$ cat config.mk
export PLATFORM = sky130hd
export DESIGN_NAME = gpio_bcd_display
export DESIGN_NICKNAME = d
export VERILOG_FILES = /design/src/rtl/gpio_bcd_display.sv
export SDC_FILE = /design/constraint.sdc
export NUM_CORES = 1
export LEC_CHECK = 0
export BUFFER_PORTS_ARGS = -buffer_cell sky130_fd_sc_hd__buf_2
export CAP_MARGIN = 20
export CELL_PAD_IN_SITES_DETAIL_PLACEMENT = 1
export CELL_PAD_IN_SITES_GLOBAL_PLACEMENT = 1
export CORE_AREA = 2 2 157 159
export DETAILED_ROUTE_END_ITERATION = 8
export DIE_AREA = 0 0 159 161
export GPL_ROUTABILITY_DRIVEN = 0
export PLACE_DENSITY = 0.68
export SLEW_MARGIN = 20
export SYNTH_ARGS = -nofsm -noshare
export SYNTH_HDL_FRONTEND = slang
export SYNTH_SLANG_ARGS = --single-unit
export TNS_END_PERCENT = 20
$ cat constraint.sdc
create_clock -name clk -period 4.85 [get_ports clk]
set_input_delay 0.2425 -clock clk [delete_from_list [all_inputs] [get_ports clk]]
set_output_delay 0.2425 -clock clk [all_outputs]
set_load 0.02 [all_outputs]
$ cat src/rtl/gpio_bcd_display.sv
// Turns each 32-bit value written on the CPU GPIO port into NUM_DIGITS active-low seven-segment digits.
// The conversion is sequential double-dabble: one add-3/shift step per clock, 33 cycles per write.
module gpio_bcd_display #(
    parameter int NUM_DIGITS = 8,    // 1..10; the scratch always holds 10 BCD digits
    parameter bit BLANK_LZ   = 1'b1
) (
    input  logic                    clk,
    input  logic                    rst_n,     // asynchronous, active-high despite the name
    input  logic [31:0]             gpio_out,
    input  logic                    gpio_we,
    output logic [NUM_DIGITS*7-1:0] hex_out,
    output logic                    busy,
    output logic                    overflow
);

    localparam int SCR_DIGITS = 10;

    localparam logic [1:0] ST_IDLE  = 2'd0;
    localparam logic [1:0] ST_SHIFT = 2'd1;
    localparam logic [1:0] ST_LOAD  = 2'd2;

    localparam logic [6:0] SEG_DASH  = 7'b0111111;
    localparam logic [6:0] SEG_BLANK = 7'b1111111;

    logic [1:0]                state;
    logic [31:0]               bin;
    logic [4*SCR_DIGITS-1:0]   bcd;
    logic [4:0]                step;
    logic [31:0]               pend_val;
    logic                      pend_vld;

    logic [4*SCR_DIGITS-1:0]   bcd_adj;
    logic [4*SCR_DIGITS+31:0]  shifted;
    logic [NUM_DIGITS*7-1:0]   disp;
    logic                      disp_ovf;
    logic                      seen_nz;

    function automatic logic [6:0] seg7(input logic [3:0] d);
        case (d)
            4'd0:    seg7 = 7'b1000000;
            4'd1:    seg7 = 7'b1111001;
            4'd2:    seg7 = 7'b0100100;
            4'd3:    seg7 = 7'b0110000;
            4'd4:    seg7 = 7'b0011001;
            4'd5:    seg7 = 7'b0010010;
            4'd6:    seg7 = 7'b0000010;
            4'd7:    seg7 = 7'b1111000;
            4'd8:    seg7 = 7'b0000000;
            4'd9:    seg7 = 7'b0010000;
            default: seg7 = SEG_BLANK;
        endcase
    endfunction

    // NOTE: every always_comb output gets a default first so no path leaves it unassigned (no latch).
    always_comb begin
        bcd_adj = bcd;
        for (int i = 0; i < SCR_DIGITS; i++) begin
            if (bcd[4*i +: 4] >= 4'd5)
                bcd_adj[4*i +: 4] = bcd[4*i +: 4] + 4'd3;
        end
    end

    // The top scratch bit is never set for a 32-bit input, so dropping it on the shift is safe.
    assign shifted = {bcd_adj, bin} << 1;

    always_comb begin
        disp_ovf = 1'b0;
        seen_nz  = 1'b0;
        disp     = '0;
        for (int i = NUM_DIGITS; i < SCR_DIGITS; i++) begin
            if (bcd[4*i +: 4] != 4'd0)
                disp_ovf = 1'b1;
        end
        // Walk from the most significant digit down so seen_nz marks the end of leading zeros.
        for (int i = NUM_DIGITS - 1; i >= 0; i--) begin
            if (bcd[4*i +: 4] != 4'd0)
                seen_nz = 1'b1;
            if (disp_ovf)
                disp[7*i +: 7] = SEG_DASH;
            else if (BLANK_LZ && !seen_nz && i != 0)
                disp[7*i +: 7] = SEG_BLANK;
            else
                disp[7*i +: 7] = seg7(bcd[4*i +: 4]);
        end
    end

    // NOTE: sequential state uses non-blocking assignments so every register samples pre-edge values.
    always_ff @(posedge clk or posedge rst_n) begin
        if (rst_n) begin
            state    <= ST_IDLE;
            bin      <= '0;
            bcd      <= '0;
            step     <= '0;
            pend_val <= '0;
            pend_vld <= 1'b0;
            busy     <= 1'b0;
            overflow <= 1'b0;
            hex_out  <= {NUM_DIGITS{SEG_BLANK}};
        end else begin
            case (state)
                ST_IDLE: begin
                    if (gpio_we) begin
                        bin   <= gpio_out;
                        bcd   <= '0;
                        step  <= '0;
                        busy  <= 1'b1;
                        state <= ST_SHIFT;
                    end
                end
                ST_SHIFT: begin
                    bcd  <= shifted[4*SCR_DIGITS+31:32];
                    bin  <= shifted[31:0];
                    step <= step + 5'd1;
                    if (step == 5'd31)
                        state <= ST_LOAD;
                    if (gpio_we) begin
                        pend_val <= gpio_out;
                        pend_vld <= 1'b1;
                    end
                end
                ST_LOAD: begin
                    hex_out  <= disp;
                    overflow <= disp_ovf;
                    pend_vld <= 1'b0;
                    // A write arriving on this very edge is newer than anything pending.
                    if (gpio_we || pend_vld) begin
                        bin   <= gpio_we ? gpio_out : pend_val;
                        bcd   <= '0;
                        step  <= '0;
                        state <= ST_SHIFT;
                    end else begin
                        busy  <= 1'b0;
                        state <= ST_IDLE;
                    end
                end
                default: begin
                    busy  <= 1'b0;
                    state <= ST_IDLE;
                end
            endcase
        end
    end

endmodule
==> flow_summary.json, run 1 <==
{
  "ctsHtreeMaxLevel": 4,
  "fmax_mhz": 315.1,
  "grt_overflow": 0,
  "endpoint_kind": "register",
  "drv_slew": 0,
  "ios": 93,
  "fin_setup_tns_ns": 0,
  "routed_wl_um": 24460,
  "antenna_cells": 0,
  "viasPerCell": 5.595,
  "port_buffers": 92,
  "dr.pass1.iters": 5,
  "syn_area_um2": 9385,
  "power_density_nw_per_um2": 650.9,
  "synth_top_family_by_area": "compound AO/OA/AOI/OAI gates",
  "ys.flop_type": "dfrtp_1",
  "drv_cap": 0,
  "cp_max_fo": 52,
  "synth.top_cell.area_share_pct": 30.40,
  "p_leak_uw": 0.004625,
  "syn_nets": 1028,
  "cts_sinks": 170,
  "cp-start-kind": "register",
  "cts.path.max_buffers": 2,
  "fin_crit_ns": 3.173,
  "final_cell_mix": "114 x dfrtp_1, 102 x o21ai_0, 92 x buf_2",
  "seq_area_frac_synth_pct": 46.07,
  "die_area_um2": 25600,
  "final.setup_skew_ns": 0.01624,
  "vias": 7447,
  "clk_latency_ns": 0.44,
  "nNetsFinal": 1084,
  "place_hpwl_um": 15610,
  "synth_cells": 938,
  "min_path_cells": 2,
  "avgSynthCellArea_um2": 10.01,
  "wl_per_cell_um": 18.38,
  "synth-warning-count": 0,
  "root_buffer": "clkbuf_16",
  "drc": 0,
  "yosys.area_share.simple_pct": 10.47,
  "synthMuxAreaShare_pct": 5.706,
  "outcome": "completed",
  "cp.arrival_ns": 3.52,
  "grt_max_degree": 84,
  "area_delta_synth_final_pct": 14.09,
  "core_um2": 23960,
  "cp.required_ns": 5.20,
  "synthAdderAreaFrac_pct": 7.332,
  "hold_class": "in2reg",
  "worstSetupPathType": "reg2reg",
  "vdd_drop_max_mv": 0.2822,
  "place_ws_ns": 1.627,
  "drive_above_1_share_pct": 24.83,
  "rr_worst_depth": 6,
  "final_antenna_net_count": 0,
  "cts.clk_slew.worst_paths_ns": 0.08,
  "final_common_cell": "dfrtp_1",
  "grt_pass1_wl_um": 41290,
  "grt_pass1_vias": 7898,
  "async_reset_ff_share_pct": 100.0,
  "synth_edf_count": 0,
  "max_slew_margin_pct": 28.43,
  "yosys.area.top_type": "dfrtp_1",
  "final_util_pct": 44.68,
  "fillers": 2724,
  "rsz0062_at_grt": "false",
  "regArea_um2": 4324,
  "cts_buffers": 17,
  "synth.area.top_cells": "dfrtp_1 30%, dfstp_2 16%, ha_1 7.3%, o21ai_0 5.4%, mux2_2 4.3%",
  "dp_cells": 1298,
  "num_rows": 57,
  "first_iter_violations": 449,
  "synth_compound_area_share_pct": 24.28,
  "cts_tree": "yes",
  "synthDistinctLibCells": 64,
  "ys_ff_latch": 170,
  "die_h_um": 161,
  "setup_viol": 0,
  "multiInputGateArea_um2": 4634,
  "finalCritPeriodShare_pct": 65.43,
  "instances_no_fill": 1331,
  "hold_slack_ns": 0.06425,
  "worst_slew_pin_slew_ns": 1.074,
  "timing.final.ws_setup_ns": 1.677,
  "start_util_pct": 39.17,
  "hold_viol_final": 0,
  "synth_xor_area_share_pct": 1.306,
  "gr-usage-all-layers_pct": 19.75,
  "die_x_um": 159,
  "antenna_found_initial": 0
}
==> power breakdown <==
part / switching [uW] / total, uW / internal (uW)
logic: 1880 / 3080 / 1200
clock network: 627 / 1450 / 820
registers: 441 / 2440 / 2000
total: 2950 / 6970 / 4020
==> final timing paths <==
kind                              startpoint      endpoint  slack (ns)
worst max-delay path                state[0]   hex_out[36]        1.68
worst min-delay path            gpio_out[23]  pend_val[23]        0.06
worst max register to register      state[0]   hex_out[36]        1.68
worst min register to register   hex_out[13]   hex_out[13]        0.48
max in group asynchronous              rst_n        bin[2]        3.21
min in group asynchronous              rst_n   pend_val[6]        0.51
==> Yosys cell counts (3+ instances only) <==
cell type,n
o21a_1,7
mux2_2,36
xnor2_1,10
buf_2,16
a22o_1,44
dfstp_2,56
mux2i_1,13
o22ai_1,21
nor2_1,75
a31oi_1,6
a222oi_1,30
or3_1,3
o21ba_2,3
a22oi_1,4
nor3b_1,10
dfrtp_1,114
o211ai_1,3
o2bb2ai_1,11
nor3_1,14
a21oi_1,72
nand2_1,46
xor2_1,4
a21o_1,5
and3_1,5
o22a_1,7
nor2b_1,11
a211oi_1,4
nand2b_1,14
ha_1,55
buf_1,7
o31ai_1,3
o21ai_0,102
nand3_1,4
inv_1,44
clkbuf_1,41
==> what timing repair did <==
item / 4_1_cts / 5_1_grt
setup buffers: 0 / 0
endpoints found under the hold margin: 12 / 0
resized for setup: 0 / 0
hold buffers: 1 / 0
==> registers in the layout, indices dropped and copies added, names as in the netlist <==
| register | count |
|---|---|
| bin | 32 |
| bcd | 40 |
| pend_val | 32 |
| pend_vld | 1 |
| busy | 1 |
| hex_out | 56 |
| step | 5 |
| overflow | 1 |
| state | 2 |
==> cell families after synthesis <==
group | count (synthesis)
buffers and inverters | 113
XOR/XNOR | 14
adder cells (fa/ha/maj) | 55
AND/OR/NAND/NOR | 198
AO/OA/AOI/OAI | 339
multiplexers | 49
flip-flops | 170
==> worst max-delay path, stage by stage (launching register included) <==
cell	delay [ns]
dfrtp_1	0.41
inv_1	0.14
ha_4	0.50
buf_4	0.60
nand3_2	0.58
nor3_1	0.66
a21oi_1	0.14
==> layer usage <==
metal | wire [um] | track usage [%] | part of all wire, % | vias up
met5 | 0 | 0 | 0 | -
met4 | 238 | 5.000 | 0.97 | 0
met3 | 769 | 3.133 | 3.1 | 13
met2 | 12230 | 35.04 | 50 | 133
met1 | 11220 | 25.28 | 46 | 3758
li1 | - | - | - | 3543
==> area by class of cell <==
cell class / count / share of cell area [%]
multi-input cells: 655 / 43.28
clock buffers: 17 / 3.973
repair buffers: 104 / 5.165
inverters: 46 / 1.659
flip-flops and latches: 170 / 40.38
well taps: 324 / 3.786
clock inverters: 15 / 1.753
==> metrics by stage <==
| stage | power (uW) | cell area [um2] |
|---|---|---|
| floorplan | 4685 | 9385 |
| global placement | 5449 | 10080 |
| detailed placement | 5544 | 10080 |
| CTS | 7042 | 10710 |
| global route | 7524 | 10710 |
| finish | 6970 | 10710 |
Note: power is estimated with default switching activity, not from simulation.
==> run 2, diff against run 1 <==
--- a/config.mk
+++ b/config.mk
@@ -13,7 +13,7 @@
 export DETAILED_ROUTE_END_ITERATION = 8
 export DIE_AREA = 0 0 159 161
 export GPL_ROUTABILITY_DRIVEN = 0
-export PLACE_DENSITY = 0.68
+export PLACE_DENSITY = 0.65
 export SLEW_MARGIN = 20
 export SYNTH_ARGS = -nofsm -noshare
 export SYNTH_HDL_FRONTEND = slang
==> constraint.sdc (replaced) <==
create_clock -name clk -period 3 [get_ports clk]
set_input_delay 0.15 -clock clk [delete_from_list [all_inputs] [get_ports clk]]
set_output_delay 0.15 -clock clk [all_outputs]
set_load 0.02 [all_outputs]
==> flow_summary.json, run 2 (synthesized netlist as in run 1, its figures left out) <==
{
  "outcome": "completed",
  "final_common_cell": "dfrtp_1",
  "ctsResizeCount": 0,
  "cp.arrival_ns": 3.05,
  "setup_viol": 0,
  "fin_setup_tns_ns": 0,
  "worstSetupPathType": "reg2reg",
  "drv_slew": 0,
  "start_util_pct": 39.17,
  "routed_wl_um": 24560,
  "first_iter_violations": 439,
  "p_leak_uw": 0.004851,
  "gr-usage-all-layers_pct": 19.61,
  "hold_viol_final": 0,
  "final_cell_area_um2": 11180,
  "worst_path_max_delay_cell": "nor3_1",
  "cp_max_fo": 33,
  "largest_reg_flops": 56,
  "die_h_um": 161,
  "nNetsFinal": 1125,
  "ios": 93,
  "num_rows": 57,
  "cts.clk_slew.worst_paths_ns": 0.07,
  "cp.required_ns": 3.34,
  "hold_class": "in2reg",
  "antenna_found_initial": 0,
  "final_util_pct": 46.65,
  "slowest_delay_ns": 0.61,
  "grt_pass1_vias": 7907,
  "antenna_cells": 0,
  "crit_family": "simple AND/OR/NAND/NOR gates",
  "dr.pass1.iters": 5,
  "power_density_nw_per_um2": 1038,
  "port_buffers": 92,
  "vdd_drop_max_mv": 0.3929,
  "postPlaceCellArea_um2": 10170,
  "cp-start-kind": "register",
  "worst_slew_pin_slew_ns": 0.7205,
  "cts_sinks": 170,
  "critical_path_buf_inv_count": 2,
  "place_hpwl_um": 15900,
  "cts.path.max_buffers": 2,
  "die_area_um2": 25600,
  "final_cell_mix": "114 x dfrtp_1, 102 x o21ai_0, 92 x buf_2",
  "ctsHoldBuffers": 33,
  "vias": 7540,
  "postCtsSetupRepairBufs": 0,
  "grt_pass1_wl_um": 41270,
  "finalCritPeriodShare_pct": 90.17,
  "rsz0062_at_grt": "false",
  "cts_buffers": 17,
  "ctsHtreeMaxLevel": 4,
  "max_slew_margin_pct": 51.97,
  "drc": 0,
  "core_um2": 23960,
  "largestRegisters": "hex_out: 56 flops, bcd: 40 flops",
  "wl_per_cell_um": 17.90,
  "viasPerCell": 5.496,
  "fin_crit_ns": 2.705,
  "final_antenna_net_count": 0,
  "drv_cap": 0,
  "die_x_um": 159,
  "clk_latency_ns": 0.43,
  "fmax_mhz": 369.7,
  "endpoint_kind": "register",
  "grt_overflow": 0,
  "grt_max_degree": 127,
  "area_delta_synth_final_pct": 19.10,
  "max_flop_register": "hex_out",
  "cts_tree": "yes",
  "drive_above_1_share_pct": 24.81,
  "final.setup_skew_ns": 0.009413,
  "fillers": 2725,
  "path_cells": "inv_1, ha_4, buf_4, nand3_2, nor3_1, a21oi_1",
  "root_buffer": "clkbuf_16"
}
-- run 2: cell count changes in the layout (fill, tap and decap cells not counted), sizes merged --
cell         change
clkinvlp         -3
clkinv           -1
buf              +9
inv              +1
dlygate4sd3     +32
bufinv           +3
-- run 2: final timing paths --
| kind | depth (start not counted) | slack [ns] | from | end |
|---|---|---|---|---|
| max in group asynchronous | 4 | 1.99 | rst_n | bin[31] |
| hold reg to reg | 1 | 0.48 | hex_out[48] | hex_out[48] |
| setup reg to reg | 6 | 0.29 | state[0] | hex_out[28] |
| min in group asynchronous | 4 | 0.45 | rst_n | bin[6] |
| setup / recovery | 6 | 0.29 | state[0] | hex_out[28] |
| hold / removal | 3 | 0.11 | gpio_we | busy |
-- run 2: per-stage QoR --
step                      total power [uW]  std cells  hold WS [ns]  worst slack, ns
after floorplan                       7576        938        0.3004           0.7270
after global placement                8936       1307        0.3819           0.3565
after detailed placement              9058       1307        0.3928           0.2791
after CTS                            11750       1372       0.08885           0.2678
after global routing                 12510       1372        0.1147         0.004510
final                                11610       1372        0.1086           0.2948
-- run 2: per-layer routing --
metal | vias up | global-route usage [%] | part of all wire, % | routed length, um
met5 | - | 0 | 0 | 0
met4 | 0 | 5.083 | 1.1 | 260
met3 | 22 | 2.748 | 2.3 | 564
met2 | 103 | 34.86 | 50 | 12390
met1 | 3795 | 25.22 | 46 | 11340
li1 | 3620 | - | - | -
-- run 2: cell type report --
| type | count | area [um2] | share of cell area, % |
|---|---|---|---|
| clock buffers | 17 | 425.4 | 3.806 |
| well taps | 324 | 405.4 | 3.627 |
| clock inverters | 15 | 255.2 | 2.283 |
| inverters | 46 | 176.4 | 1.578 |
| flip-flops and latches | 170 | 4324 | 38.68 |
| repair buffers | 145 | 953.4 | 8.529 |
| multi-input cells | 655 | 4638 | 41.49 |
-- run 2: where the power goes --
part	internal (uW)	total (uW)	switching, uW
Sequential	3230	3940	713
Combinational	2020	5070	3060
Clock	1580	2590	1010
-- run 2: worst reg2reg max path, cell delays in order (launching register included) --
cell and delay (ns):
dfrtp_1 0.41, inv_1 0.13, ha_4 0.36, buf_4 0.44, nand3_2 0.51, nor3_1 0.62, a21oi_1 0.15
==> run 3, diff against run 2 <==
--- a/config.mk
+++ b/config.mk
@@ -9,11 +9,12 @@
 export CAP_MARGIN = 20
 export CELL_PAD_IN_SITES_DETAIL_PLACEMENT = 1
 export CELL_PAD_IN_SITES_GLOBAL_PLACEMENT = 1
-export CORE_AREA = 2 2 157 159
+export CORE_AREA = 2 2 155 157
 export DETAILED_ROUTE_END_ITERATION = 8
-export DIE_AREA = 0 0 159 161
+export DIE_AREA = 0 0 157 159
 export GPL_ROUTABILITY_DRIVEN = 0
-export PLACE_DENSITY = 0.65
+export PLACE_DENSITY = 0.67
+export SETUP_SLACK_MARGIN = 0.4
 export SLEW_MARGIN = 20
 export SYNTH_ARGS = -nofsm -noshare
 export SYNTH_HDL_FRONTEND = slang
==> flow_summary.json, run 3 (synthesized netlist as in run 1, its figures left out) <==
{
  "outcome": "completed",
  "cts.path.max_buffers": 2,
  "vdd_drop_max_mv": 0.4543,
  "final.setup_skew_ns": 0.01129,
  "viasPerCell": 5.515,
  "setup_viol": 0,
  "drv_cap": 0,
  "vias": 7567,
  "final_util_pct": 48.05,
  "clk_latency_ns": 0.44,
  "ctsHtreeMaxLevel": 4,
  "largestRegisters": "hex_out: 56 flops, bcd: 40 flops",
  "largest_reg_flops": 56,
  "hold_class": "in2reg",
  "cp.arrival_ns": 2.74,
  "grt_util_met3_pct": 3.484,
  "grt_overflow": 0,
  "routed_wl_um": 24720,
  "cp_max_fo": 32,
  "die_h_um": 159,
  "fin_setup_tns_ns": 0,
  "p_leak_uw": 0.004837,
  "rsz0062_at_grt": "false",
  "max_flop_register": "hex_out",
  "grt_pass1_vias": 8256,
  "finalCritPeriodShare_pct": 80.14,
  "port_buffers": 92,
  "final_common_cell": "dfrtp_1",
  "drive_above_1_share_pct": 25.17,
  "core_um2": 23190,
  "dr.pass1.iters": 8,
  "cts_sinks": 170,
  "ios": 93,
  "power_density_nw_per_um2": 1014,
  "nNetsFinal": 1130,
  "postPlaceCellArea_um2": 10210,
  "drv_slew": 0,
  "worst_slew_pin_slew_ns": 0.7858,
  "first_iter_violations": 411,
  "ctsResizeCount": 0,
  "root_buffer": "clkbuf_16",
  "wl_per_cell_um": 18.01,
  "cts.clk_slew.worst_paths_ns": 0.07,
  "grt_max_degree": 62,
  "final_cell_mix": "114 x dfrtp_1, 102 x o21ai_0, 92 x buf_2",
  "die_x_um": 157,
  "num_rows": 56,
  "antenna_cells": 0,
  "grtUsageMet1_pct": 27.81,
  "antenna_found_initial": 0,
  "fin_crit_ns": 2.404,
  "grt-busiest-layer": "met2",
  "endpoint_kind": "register",
  "die_area_um2": 24960,
  "cts_tree": "yes",
  "cts_buffers": 17,
  "area_delta_synth_final_pct": 18.74,
  "cp.required_ns": 3.33,
  "gr-usage-all-layers_pct": 20.84,
  "hold_viol_final": 0,
  "final_antenna_net_count": 0,
  "worstSetupPathType": "reg2reg",
  "fmax_mhz": 415.9,
  "place_hpwl_um": 15960,
  "use_met2_pct": 34.99,
  "cp-start-kind": "register",
  "grt_pass1_wl_um": 42300,
  "start_util_pct": 40.47,
  "final_cell_area_um2": 11140,
  "max_slew_margin_pct": 47.50,
  "drc": 0
}
## run 3: timing repair
item	CTS	global route
hold buffers	33	0
hold endpoints to repair	38	0
buffers inserted	0	0
## run 3: layout make-up
cell class / count / area (um2)
flip-flops and latches: 170 / 4324
repair buffers: 150 / 1003
inverters: 46 / 176.4
multi-input cells: 655 / 4641
clock inverters: 15 / 175.2
clock buffers: 17 / 425.4
well taps: 319 / 399.1
fillers: 2606 / 12050
## run 3: path summary, 6_finish.rpt
kind,endpoint,slack (ns),from,depth (start not counted)
worst max register to register,hex_out[29],0.60,state[0],6
min in group asynchronous,bcd[25],0.42,rst_n,3
worst min-delay path,state[1],0.24,gpio_we,3
max in group asynchronous,hex_out[1],1.62,rst_n,5
worst max-delay path,hex_out[29],0.60,state[0],6
worst min register to register,hex_out[48],0.48,hex_out[48],1
## run 3: worst max-delay path: stages (launching register included)
cell and delay, ns:
dfrtp_1 0.42, inv_1 0.13, ha_4 0.17, buf_4 0.33, nand3_2 0.45, nor3_1 0.64, a21oi_1 0.15
## run 3: where the power goes
part | internal, uW | switching [uW]
clock network | 1260 | 1030
logic | 2030 | 3040
registers | 3230 | 708
total | 6520 | 4780
## run 3: through the flow
stage | hold slack (ns) | worst slack [ns] | power (uW) | instances
finish | 0.2384 | 0.5958 | 11300 | 1372
global route | 0.2536 | 0.4170 | 12210 | 1372
CTS | 0.2179 | 0.5157 | 11410 | 1372
floorplan | 0.3004 | 0.7270 | 7576 | 938
detailed placement | 0.3384 | 0.5430 | 9025 | 1307
global placement | 0.3363 | 0.6622 | 8874 | 1307
## run 3: per-layer routing
layer	part of all wire, %	vias to the layer above
li1	-	3634
met1	47	3770
met2	48	133
met3	3.1	30
met4	1.4	0
met5	0	-
